[config.mk]
export PLATFORM = sky130hd
export DESIGN_NAME = lane_deskew
export DESIGN_NICKNAME = d
export VERILOG_FILES = /design/src/rtl/lane_deskew.sv
export SDC_FILE = /design/constraint.sdc
export NUM_CORES = 1
export LEC_CHECK = 0
export CAP_MARGIN = 30
export CORE_MARGIN = 4
export CORE_UTILIZATION = 40
export CTS_CLUSTER_SIZE = 12
export DETAILED_ROUTE_END_ITERATION = 12
export GPL_TIMING_DRIVEN = 0
export PLACE_DENSITY = 0.7
export SLEW_MARGIN = 20
export SYNTH_ARGS = -nofsm -noshare
export SYNTH_HDL_FRONTEND = slang
export SYNTH_SLANG_ARGS = --single-unit
[constraint.sdc]
create_clock -name clk -period 6 [get_ports clk]
set_clock_uncertainty 0.1 [all_clocks]
set_input_delay 0.9 -clock clk [delete_from_list [all_inputs] [get_ports clk]]
set_output_delay 0.9 -clock clk [all_outputs]
set_load 0.1 [all_outputs]
[src/rtl/lane_deskew.sv]
// lane_deskew
//   Re-aligns two parallel lanes that carry the same stream with a fixed but
//   unknown relative delay. The skew is measured from the marker flags: the
//   first lane to show a marker is the leading lane, and the cycles until the
//   other lane shows its marker give the skew. After lock, the leading lane is
//   read back from its history so both lanes leave cycle-aligned, one
//   register stage after the lagging lane's input.
//
// Parameters
//   WIDTH   data width of each lane
//   MAXDLY  largest skew that can be absorbed (>= 1); history depth per lane
//
// Ports
//   clk, rst            clock, synchronous active-high reset
//   a_dat/a_mrk         lane A word and marker (valid every cycle)
//   b_dat/b_mrk         lane B word and marker (valid every cycle)
//   out_vld             aligned output valid (locked)
//   out_a/out_b/out_mrk aligned lane words, marker = both aligned markers set
//   skew, lead_b        measured skew and which lane leads (1 = lane B)
//   err                 sticky error, cleared only by rst
//
// Optional feature (macro LANE_DESKEW_STATS_EN)
//   lock_cnt, relock_cnt  saturating 8-bit counts of entries into lock and of
//                         error exits from lock
module lane_deskew #(
  parameter int WIDTH  = 8,
  parameter int MAXDLY = 3
) (
  input  logic                         clk,
  input  logic                         rst,
  input  logic [WIDTH-1:0]             a_dat,
  input  logic                         a_mrk,
  input  logic [WIDTH-1:0]             b_dat,
  input  logic                         b_mrk,
  output logic                         out_vld,
  output logic [WIDTH-1:0]             out_a,
  output logic [WIDTH-1:0]             out_b,
  output logic                         out_mrk,
  output logic [$clog2(MAXDLY+1)-1:0]  skew,
  output logic                         lead_b,
  output logic                         err
`ifdef LANE_DESKEW_STATS_EN
  ,
  output logic [7:0]                   lock_cnt,
  output logic [7:0]                   relock_cnt
`endif
);

  localparam int SKW_W = $clog2(MAXDLY + 1);

  typedef enum logic [1:0] {SEARCH, COUNT, LOCKED} state_t;

  state_t                         state_q, state_d;
  logic [SKW_W-1:0]               cnt_q, cnt_d;
  logic [SKW_W-1:0]               skew_q, skew_d;
  logic                           lead_b_q, lead_b_d;
  logic                           err_q, err_d;
  logic                           out_vld_q, out_vld_d;
  logic                           out_mrk_q, out_mrk_d;
  logic [WIDTH-1:0]               out_a_q, out_a_d;
  logic [WIDTH-1:0]               out_b_q, out_b_d;
  logic [MAXDLY-1:0][WIDTH-1:0]   hist_a_q, hist_a_d;
  logic [MAXDLY-1:0][WIDTH-1:0]   hist_b_q, hist_b_d;
  logic [MAXDLY-1:0]              hist_am_q, hist_am_d;
  logic [MAXDLY-1:0]              hist_bm_q, hist_bm_d;
`ifdef LANE_DESKEW_STATS_EN
  logic [7:0]                     lock_cnt_q, lock_cnt_d;
  logic [7:0]                     relock_cnt_q, relock_cnt_d;
`endif

  logic [SKW_W-1:0]               sel_skew;
  logic [WIDTH-1:0]               al_a, al_b;
  logic                           al_am, al_bm;
  logic                           lag_mrk, lead_mrk;
  logic                           lock_now, relock_now;

  // Word delayed by s cycles: s = 0 is the live input, s = k is hist[k-1].
  function automatic logic [WIDTH-1:0] pick_word(
    input logic [MAXDLY-1:0][WIDTH-1:0] h,
    input logic [WIDTH-1:0]             live,
    input logic [SKW_W-1:0]             s
  );
    pick_word = live;
    for (int i = 0; i < MAXDLY; i++) begin
      if (int'(s) == i + 1) pick_word = h[i];
    end
  endfunction

  function automatic logic pick_bit(
    input logic [MAXDLY-1:0] h,
    input logic              live,
    input logic [SKW_W-1:0]  s
  );
    pick_bit = live;
    for (int i = 0; i < MAXDLY; i++) begin
      if (int'(s) == i + 1) pick_bit = h[i];
    end
  endfunction

  always_comb begin
    // History shift: index 0 is last cycle's input.
    hist_a_d[0]  = a_dat;
    hist_b_d[0]  = b_dat;
    hist_am_d[0] = a_mrk;
    hist_bm_d[0] = b_mrk;
    for (int i = 1; i < MAXDLY; i++) begin
      hist_a_d[i]  = hist_a_q[i-1];
      hist_b_d[i]  = hist_b_q[i-1];
      hist_am_d[i] = hist_am_q[i-1];
      hist_bm_d[i] = hist_bm_q[i-1];
    end

    // While counting, the running count is the skew that a lag marker in
    // this cycle would lock to, so the lock edge already uses it.
    case (state_q)
      LOCKED:  sel_skew = skew_q;
      COUNT:   sel_skew = cnt_q;
      default: sel_skew = '0;
    endcase

    al_a  = lead_b_q ? a_dat : pick_word(hist_a_q, a_dat, sel_skew);
    al_b  = lead_b_q ? pick_word(hist_b_q, b_dat, sel_skew) : b_dat;
    al_am = lead_b_q ? a_mrk : pick_bit(hist_am_q, a_mrk, sel_skew);
    al_bm = lead_b_q ? pick_bit(hist_bm_q, b_mrk, sel_skew) : b_mrk;

    lag_mrk  = lead_b_q ? a_mrk : b_mrk;
    lead_mrk = lead_b_q ? b_mrk : a_mrk;

    state_d    = state_q;
    cnt_d      = cnt_q;
    skew_d     = skew_q;
    lead_b_d   = lead_b_q;
    err_d      = err_q;
    out_vld_d  = out_vld_q;
    out_mrk_d  = 1'b0;
    out_a_d    = out_a_q;
    out_b_d    = out_b_q;
    lock_now   = 1'b0;
    relock_now = 1'b0;

    case (state_q)
      SEARCH: begin
        out_vld_d = 1'b0;
        if (a_mrk && b_mrk) begin
          skew_d   = '0;
          lead_b_d = 1'b0;
          lock_now = 1'b1;
        end else if (a_mrk || b_mrk) begin
          lead_b_d = b_mrk;
          cnt_d    = SKW_W'(1);
          state_d  = COUNT;
        end
      end
      COUNT: begin
        // A lag marker wins even if the lead lane marks in the same cycle.
        if (lag_mrk) begin
          skew_d   = cnt_q;
          lock_now = 1'b1;
        end else if (lead_mrk || int'(cnt_q) == MAXDLY) begin
          err_d   = 1'b1;
          state_d = SEARCH;
        end else begin
          cnt_d = cnt_q + 1'b1;
        end
      end
      LOCKED: begin
        out_a_d   = al_a;
        out_b_d   = al_b;
        out_mrk_d = al_am & al_bm;
        if (al_am ^ al_bm) begin
          err_d      = 1'b1;
          out_vld_d  = 1'b0;
          state_d    = SEARCH;
          relock_now = 1'b1;
        end
      end
      default: state_d = SEARCH;
    endcase

    if (lock_now) begin
      state_d   = LOCKED;
      out_vld_d = 1'b1;
      out_mrk_d = 1'b1;
      out_a_d   = al_a;
      out_b_d   = al_b;
    end

`ifdef LANE_DESKEW_STATS_EN
    lock_cnt_d   = (lock_now && lock_cnt_q != 8'hFF) ? lock_cnt_q + 8'd1 : lock_cnt_q;
    relock_cnt_d = (relock_now && relock_cnt_q != 8'hFF) ? relock_cnt_q + 8'd1 : relock_cnt_q;
`endif
  end

  always_ff @(posedge clk) begin
    if (rst) begin
      state_q   <= SEARCH;
      cnt_q     <= '0;
      skew_q    <= '0;
      lead_b_q  <= 1'b0;
      err_q     <= 1'b0;
      out_vld_q <= 1'b0;
      out_mrk_q <= 1'b0;
      out_a_q   <= '0;
      out_b_q   <= '0;
      hist_a_q  <= '0;
      hist_b_q  <= '0;
      hist_am_q <= '0;
      hist_bm_q <= '0;
`ifdef LANE_DESKEW_STATS_EN
      lock_cnt_q   <= '0;
      relock_cnt_q <= '0;
`endif
    end else begin
      state_q   <= state_d;
      cnt_q     <= cnt_d;
      skew_q    <= skew_d;
      lead_b_q  <= lead_b_d;
      err_q     <= err_d;
      out_vld_q <= out_vld_d;
      out_mrk_q <= out_mrk_d;
      out_a_q   <= out_a_d;
      out_b_q   <= out_b_d;
      hist_a_q  <= hist_a_d;
      hist_b_q  <= hist_b_d;
      hist_am_q <= hist_am_d;
      hist_bm_q <= hist_bm_d;
`ifdef LANE_DESKEW_STATS_EN
      lock_cnt_q   <= lock_cnt_d;
      relock_cnt_q <= relock_cnt_d;
`endif
    end
  end

  assign out_vld = out_vld_q;
  assign out_a   = out_a_q;
  assign out_b   = out_b_q;
  assign out_mrk = out_mrk_q;
  assign skew    = skew_q;
  assign lead_b  = lead_b_q;
  assign err     = err_q;
`ifdef LANE_DESKEW_STATS_EN
  assign lock_cnt   = lock_cnt_q;
  assign relock_cnt = relock_cnt_q;
`endif

endmodule
Word-level counts from Yosys, hierarchy flattened
Cells that the tools add are included.
{"block": "classes", "n_addsub": 1, "multipliers": 0, "n_div": 0, "order_cmp": 0, "n_eq_ne": 19, "n_shift": 0, "n_mux": 50, "n_bitwise": 2, "reduce_logical": 17}
{"cell": "two-way mux 8 bit", "n": 12}
{"cell": "two-way mux 1 bit", "n": 21}
{"cell": "two-way mux 2 bit", "n": 10}
{"cell": "!= test 2 bit (second input constant)", "n": 8}
{"cell": "!= test 3 bit (second input constant)", "n": 5}
{"cell": "AND reduction 5 bit", "n": 3}
{"cell": "one-hot mux 2 bit (2 select lines)", "n": 3}
{"cell": "nonzero test 2 bit", "n": 4}
{"cell": "== test 2 x 1 -> 1 bit (second input constant)", "n": 3}
{"cell": "== test 2 bit (second input constant)", "n": 3}
{"cell": "one-hot mux 1 bit (2 select lines)", "n": 3}
{"cell": "one-hot mux 2 bit (3 select lines)", "n": 1}
{"cell": "AND reduction 2 bit", "n": 2}
{"cell": "AND reduction 4 bit", "n": 1}
{"cell": "AND reduction 3 bit", "n": 1}
{"cell": "nonzero test 3 bit", "n": 1}
{"cell": "adder 2 x 1 -> 2 bit (second input constant)", "n": 1}
{"cell": "zero test 2 bit", "n": 1}
{"cell": "logical OR 1 bit", "n": 2}
{"cell": "OR reduction 2 bit", "n": 1}
{"cell": "bitwise AND 1 bit", "n": 1}
{"cell": "logical AND 1 bit", "n": 1}
{"cell": "XOR 1 bit", "n": 1}
{"block": "totals", "register_bits": 80, "latchBits": 0, "mem_bits_rw": 0, "rom_bits": 0, "in_bits": 20, "output_inout_bits": 22, "memories": 0}

Longest topological paths before layout
{"block": "depth", "depth_word": 11, "mapped_depth": 13}

Worst setup path before layout
OpenSTA, ideal clock, no wires.
{"block": "synth_timing", "kind": "reg2reg", "start": "register skew_q[1] (netlist: skew[1])", "end": "register out_vld_q (netlist: out_vld)", "setup_time_ps": 71, "arrival_time_ps": 2699, "required_ps": 5829, "setup_slack_ps": 3130, "path_stages_with_launch": 12, "n_path_buf": 3, "period_less_slack_ps": 2870, "path_cell_list": "dfxtp_1 > a22o_1 > buf_6 > buf_8 > nand2_2 > buf_6 > o22ai_1 > a22oi_1 > ha_1 > nor2b_1 > o21ai_0 > a21oi_1"}
{"block": "synth_via", "elab_chain_cells": 9, "elab_cells_between_ends": 15, "classes_between": "4 x eq/ne; 9 x mux; 1 x bitwise; 1 x reduce/logical"}
{"item": "start, declared", "line_no": "55", "rtl": "logic [SKW_W-1:0] skew_q, skew_d;"}
{"item": "start signal, assigned", "line_no": "216", "rtl": "skew_q <= skew_d;"}
{"item": "one-hot mux 2 bit (2 select lines) *", "line_no": "115", "rtl": "case (state_q)"}
{"item": "== test 2 bit", "line_no": "96", "rtl": "if (int'(s) == i + 1) pick_bit = h[i];"}
{"item": "two-way mux 1 bit (3 in series)", "line_no": "96"}
{"item": "two-way mux 1 bit (on tied branches)", "line_no": "123, 124"}
{"item": "XOR 1 bit *", "line_no": "170", "rtl": "if (al_am ^ al_bm) begin"}
{"item": "!= test 3 bit (no source line) *"}
{"item": "AND reduction 2 bit (no source line) *"}
{"item": "end signal, assigned", "line_no": "219", "rtl": "out_vld_q <= out_vld_d;"}
{"item": "end, declared", "line_no": "58", "rtl": "logic out_vld_q, out_vld_d;"}
Every way passes the cells marked *; elsewhere a longest branch is shown, timed or not.
A chain may end at the register's enable or synchronous reset.

Final worst setup path
{"block": "layout_timing", "start": "register lead_b_q (netlist: lead_b)", "end": "output port lead_b"}
{"item": "start, declared", "line_no": "56", "rtl": "logic lead_b_q, lead_b_d;"}
{"item": "start signal, assigned", "line_no": "217", "rtl": "lead_b_q <= lead_b_d;"}
{"item": "end, declared", "line_no": "40", "rtl": "output logic lead_b,"}
No word-level cell between the ends.

==> results.py <==
metrics = {
    "place": {
        "place_hpwl_um": 5120,
        "globalplace.congestion": 0.794,
        "place_ws_ns": 3.13,
        "io_buffers": 39,
    },
    "setup_path": {
        "critical_path_class": "flop to output pin",
        "cp.required_ns": 5.00,
        "r2r_end": "out_vld$_SDFFE_PP0P_",
        "slowest_delay_ns": 1.17,
        "path_cells": "clkdlybuf4s50_1",
        "start_kind": "flop",
        "cp.arrival_ns": 1.91,
        "r2r_cells": 10,
        "cp_top_family": "buffers and inverters",
        "r2r_slack_ns": 3.16,
        "critPathSlowestCell": "clkdlybuf4s50_1",
        "path_buf_inv": 1,
        "r2r_start": "state_q[1]$_SDFFE_PP0P_",
        "critPathCaptureType": "output pin",
        "cp_max_fo": 5,
    },
    "grt": {
        "grt_max_degree": 16,
        "top_usage_layer": "met2",
        "use_met2": 0.273,
        "grt_pass1_wl_um": 12700,
        "grt-ovfl-total": 0,
        "grtUsageTotal": 0.163,
        "gr-usage-met1": 0.206,
        "grtUsageMet3": 0.0457,
        "grt_antenna_before_repair": 0,
        "grt_pass1_vias": 2549,
    },
    "cts": {
        "clockBufferDepth": 2,
        "hold_buffers": 0,
        "cts_made_buffers": 9,
        "clock_latency_ns": 0.34,
        "htree_levels": 3,
        "cts_resized": 0,
        "cts_num_sinks": 80,
        "root_buffer": "clkbuf_8",
        "postCtsSetupRepairBufs": 0,
        "cts_tree": "built",
        "clkTransAtPathRegs_ns": 0.08,
    },
    "yosys": {
        "synth_ff_type": "dfxtp_1",
        "synth-seq-area-share": 0.495,
        "synth-async-reset-ratio": 0,
        "synth_edf_count": 0,
        "syn_avg_cell_area_sq_um": 10.4,
        "synthCells": 312,
        "ys_ff_latch": 80,
        "synth.net_count": 338,
        "syn_area_sq_mm": 0.00323,
        "synth_cell_types": 51,
        "yosysWarnings": 0,
    },
    "detailed_routing": {
        "ant_nets": 0,
        "drt-initial-drc-count": 170,
        "viasPerCell": 5.26,
        "route.vias.total": 2467,
        "drcViolationCount": 0,
        "detail_route.wl_per_cell_um": 15.8,
        "wirelength_um": 7400,
        "dr.pass1.iters": 5,
    },
    "pwr": {
        "cellLeakagePower_nw": 1.57,
        "p_per_area_mw_per_mm2": 467,
        "peakVddDrop_mv": 0.186,
    },
    "timing": {
        "min_period_ns": 2.91,
        "fin_setup_tns_ns": 0,
        "hold_viol": 0,
        "drv_slew": 0,
        "worstMarginPinSlew_ns": 0.984,
        "rsz0062_at_grt": "false",
        "clock.fmax_mhz": 344,
        "setup_ws_ns": 3.09,
        "slew-limit-headroom": 0.342,
        "setup_viol": 0,
        "finalCritPeriodShare": 0.485,
    },
    "min_path": {
        "min_path_type": "flop to flop",
        "min_to": "hist_am_q[1]$_SDFF_PP0_",
        "holdPathStages": 1,
        "min_from": "hist_am_q[0]$_SDFF_PP0_",
    },
    "finish": {
        "final_core_util": 0.513,
        "drive_gt1_frac": 0.125,
        "design.final.nets": 388,
        "fillers": 716,
        "syn2layout_area_growth_pct": 23.8,
        "num_antenna_cells": 0,
    },
    "floorplanning": {
        "die_w_um": 97.9,
        "core_sq_mm": 0.00781,
        "die_h_um": 97.9,
        "rows": 32,
        "start_util": 0.414,
        "die-area_sq_mm": 0.00959,
        "io-pin-count": 42,
    },
    "job": {
        "maxCapViolCount": 0,
    },
    "run_status": {
        "status": "finished clean",
    },
}
## state kept, by name, indices dropped and copies added, names as in the netlist, 2 cells and up
name / flops
hist_a_d: 16
hist_b_d: 16
hist_a_q: 8
hist_b_q: 8
out_a: 8
out_b: 8
hist_am_q: 3
hist_bm_q: 3
cnt_q: 2
skew: 2
state_q: 2
## layout make-up
type | count | area [sq um] | area share
buffer | 20 | 118 | 0.0294
sequential | 80 | 1600 | 0.400
timing repair buffer | 39 | 390 | 0.0976
tap | 102 | 128 | 0.0319
clock buffer | 9 | 124 | 0.0310
clock inverter | 7 | 126 | 0.0316
inverter | 12 | 45.0 | 0.0113
multi-input combinational | 200 | 1470 | 0.367
## layout by cell type, fill, tap and decap left out, drive strengths merged, types with 3 or more instances in the layout
cell type | Yosys | final
a22oi | 3 | 3
a221oi | 8 | 8
mux2i | 4 | 4
mux2 | 18 | 18
clkdlybuf4s50 | 0 | 39
nand3b | 3 | 3
o22ai | 10 | 10
ha | 6 | 6
nor2 | 17 | 17
nor3 | 5 | 5
bufinv | 0 | 3
and2 | 3 | 3
a21oi | 15 | 15
buf | 13 | 13
nand2b | 4 | 4
o31ai | 16 | 16
a31oi | 3 | 3
o21ai | 4 | 4
dfxtp | 80 | 80
clkbuf | 7 | 16
nor2b | 49 | 49
nand2 | 7 | 7
a222oi | 7 | 7
inv | 11 | 14
## synthesized netlist by cell type, types with 3 or more instances
master / count / area share
dfxtp_1: 80 / 0.50
nor2b_1: 49 / 0.095
nor2_1: 17 / 0.020
o31ai_1: 16 / 0.037
a21oi_1: 14 / 0.022
inv_1: 11 / 0.013
o22ai_1: 10 / 0.019
a221oi_1: 8 / 0.022
mux2_1: 8 / 0.028
a222oi_1: 7 / 0.022
mux2_4: 7 / 0.033
buf_2: 6 / 0.0093
clkbuf_1: 6 / 0.0070
ha_1: 6 / 0.023
nand2_1: 6 / 0.0070
mux2i_1: 4 / 0.012
nand2b_1: 4 / 0.0077
a22oi_1: 3 / 0.0070
a31oi_1: 3 / 0.0058
mux2_2: 3 / 0.010
nand3b_1: 3 / 0.0070
nor3_1: 3 / 0.0046
## where the power goes
group	total, mW	switching, mW	internal [mW]
clock network	0.485	0.203	0.282
registers	0.640	0.0405	0.600
logic	0.744	0.539	0.205
## worst max path at each step
stage | endpoint | from | cells past startpoint
6_report | lead_b | lead_b$_SDFFE_PP0P_ | 1
5_1_grt | out_vld$_SDFFE_PP0P_ | state_q[1]$_SDFFE_PP0P_ | 10
4_1_cts | lead_b | lead_b$_SDFFE_PP0P_ | 1
3_5_place_dp | out_vld$_SDFFE_PP0P_ | b_mrk | 8
3_3_place_gp | out_vld$_SDFFE_PP0P_ | b_mrk | 8
2_1_floorplan | out_vld$_SDFFE_PP0P_ | skew[1]$_SDFFE_PP0P_ | 11
## logic make-up after synthesis
kind of cell / Yosys count / share of synthesized area
mux: 22 / 0.0832
flops: 80 / 0.495
fa+ha+maj: 6 / 0.0232
xor+xnor: 1 / 0.00271
buf+inv: 32 / 0.0503
compound gates: 76 / 0.173
simple gates: 95 / 0.172
## stage by stage
stage / hold WS [ns] / area [sq um] / power, mW / std cells
after floorplan: 0.330 / 3230 / 1.22 / 312
after global placement: 0.336 / 3750 / 1.39 / 453
after detailed placement: 0.351 / 3750 / 1.40 / 453
after CTS: 0.365 / 4000 / 1.88 / 469
after global routing: 0.378 / 4000 / 1.95 / 469
final: 0.361 / 4000 / 1.87 / 469
## layer usage
layer | vias up | share of wire
met2 | 49 | 0.49
met1 | 1197 | 0.46
met5 | - | 0
met4 | 0 | 0.011
li1 | 1213 | -
met3 | 8 | 0.045
Power figures use the tool's default switching activity.
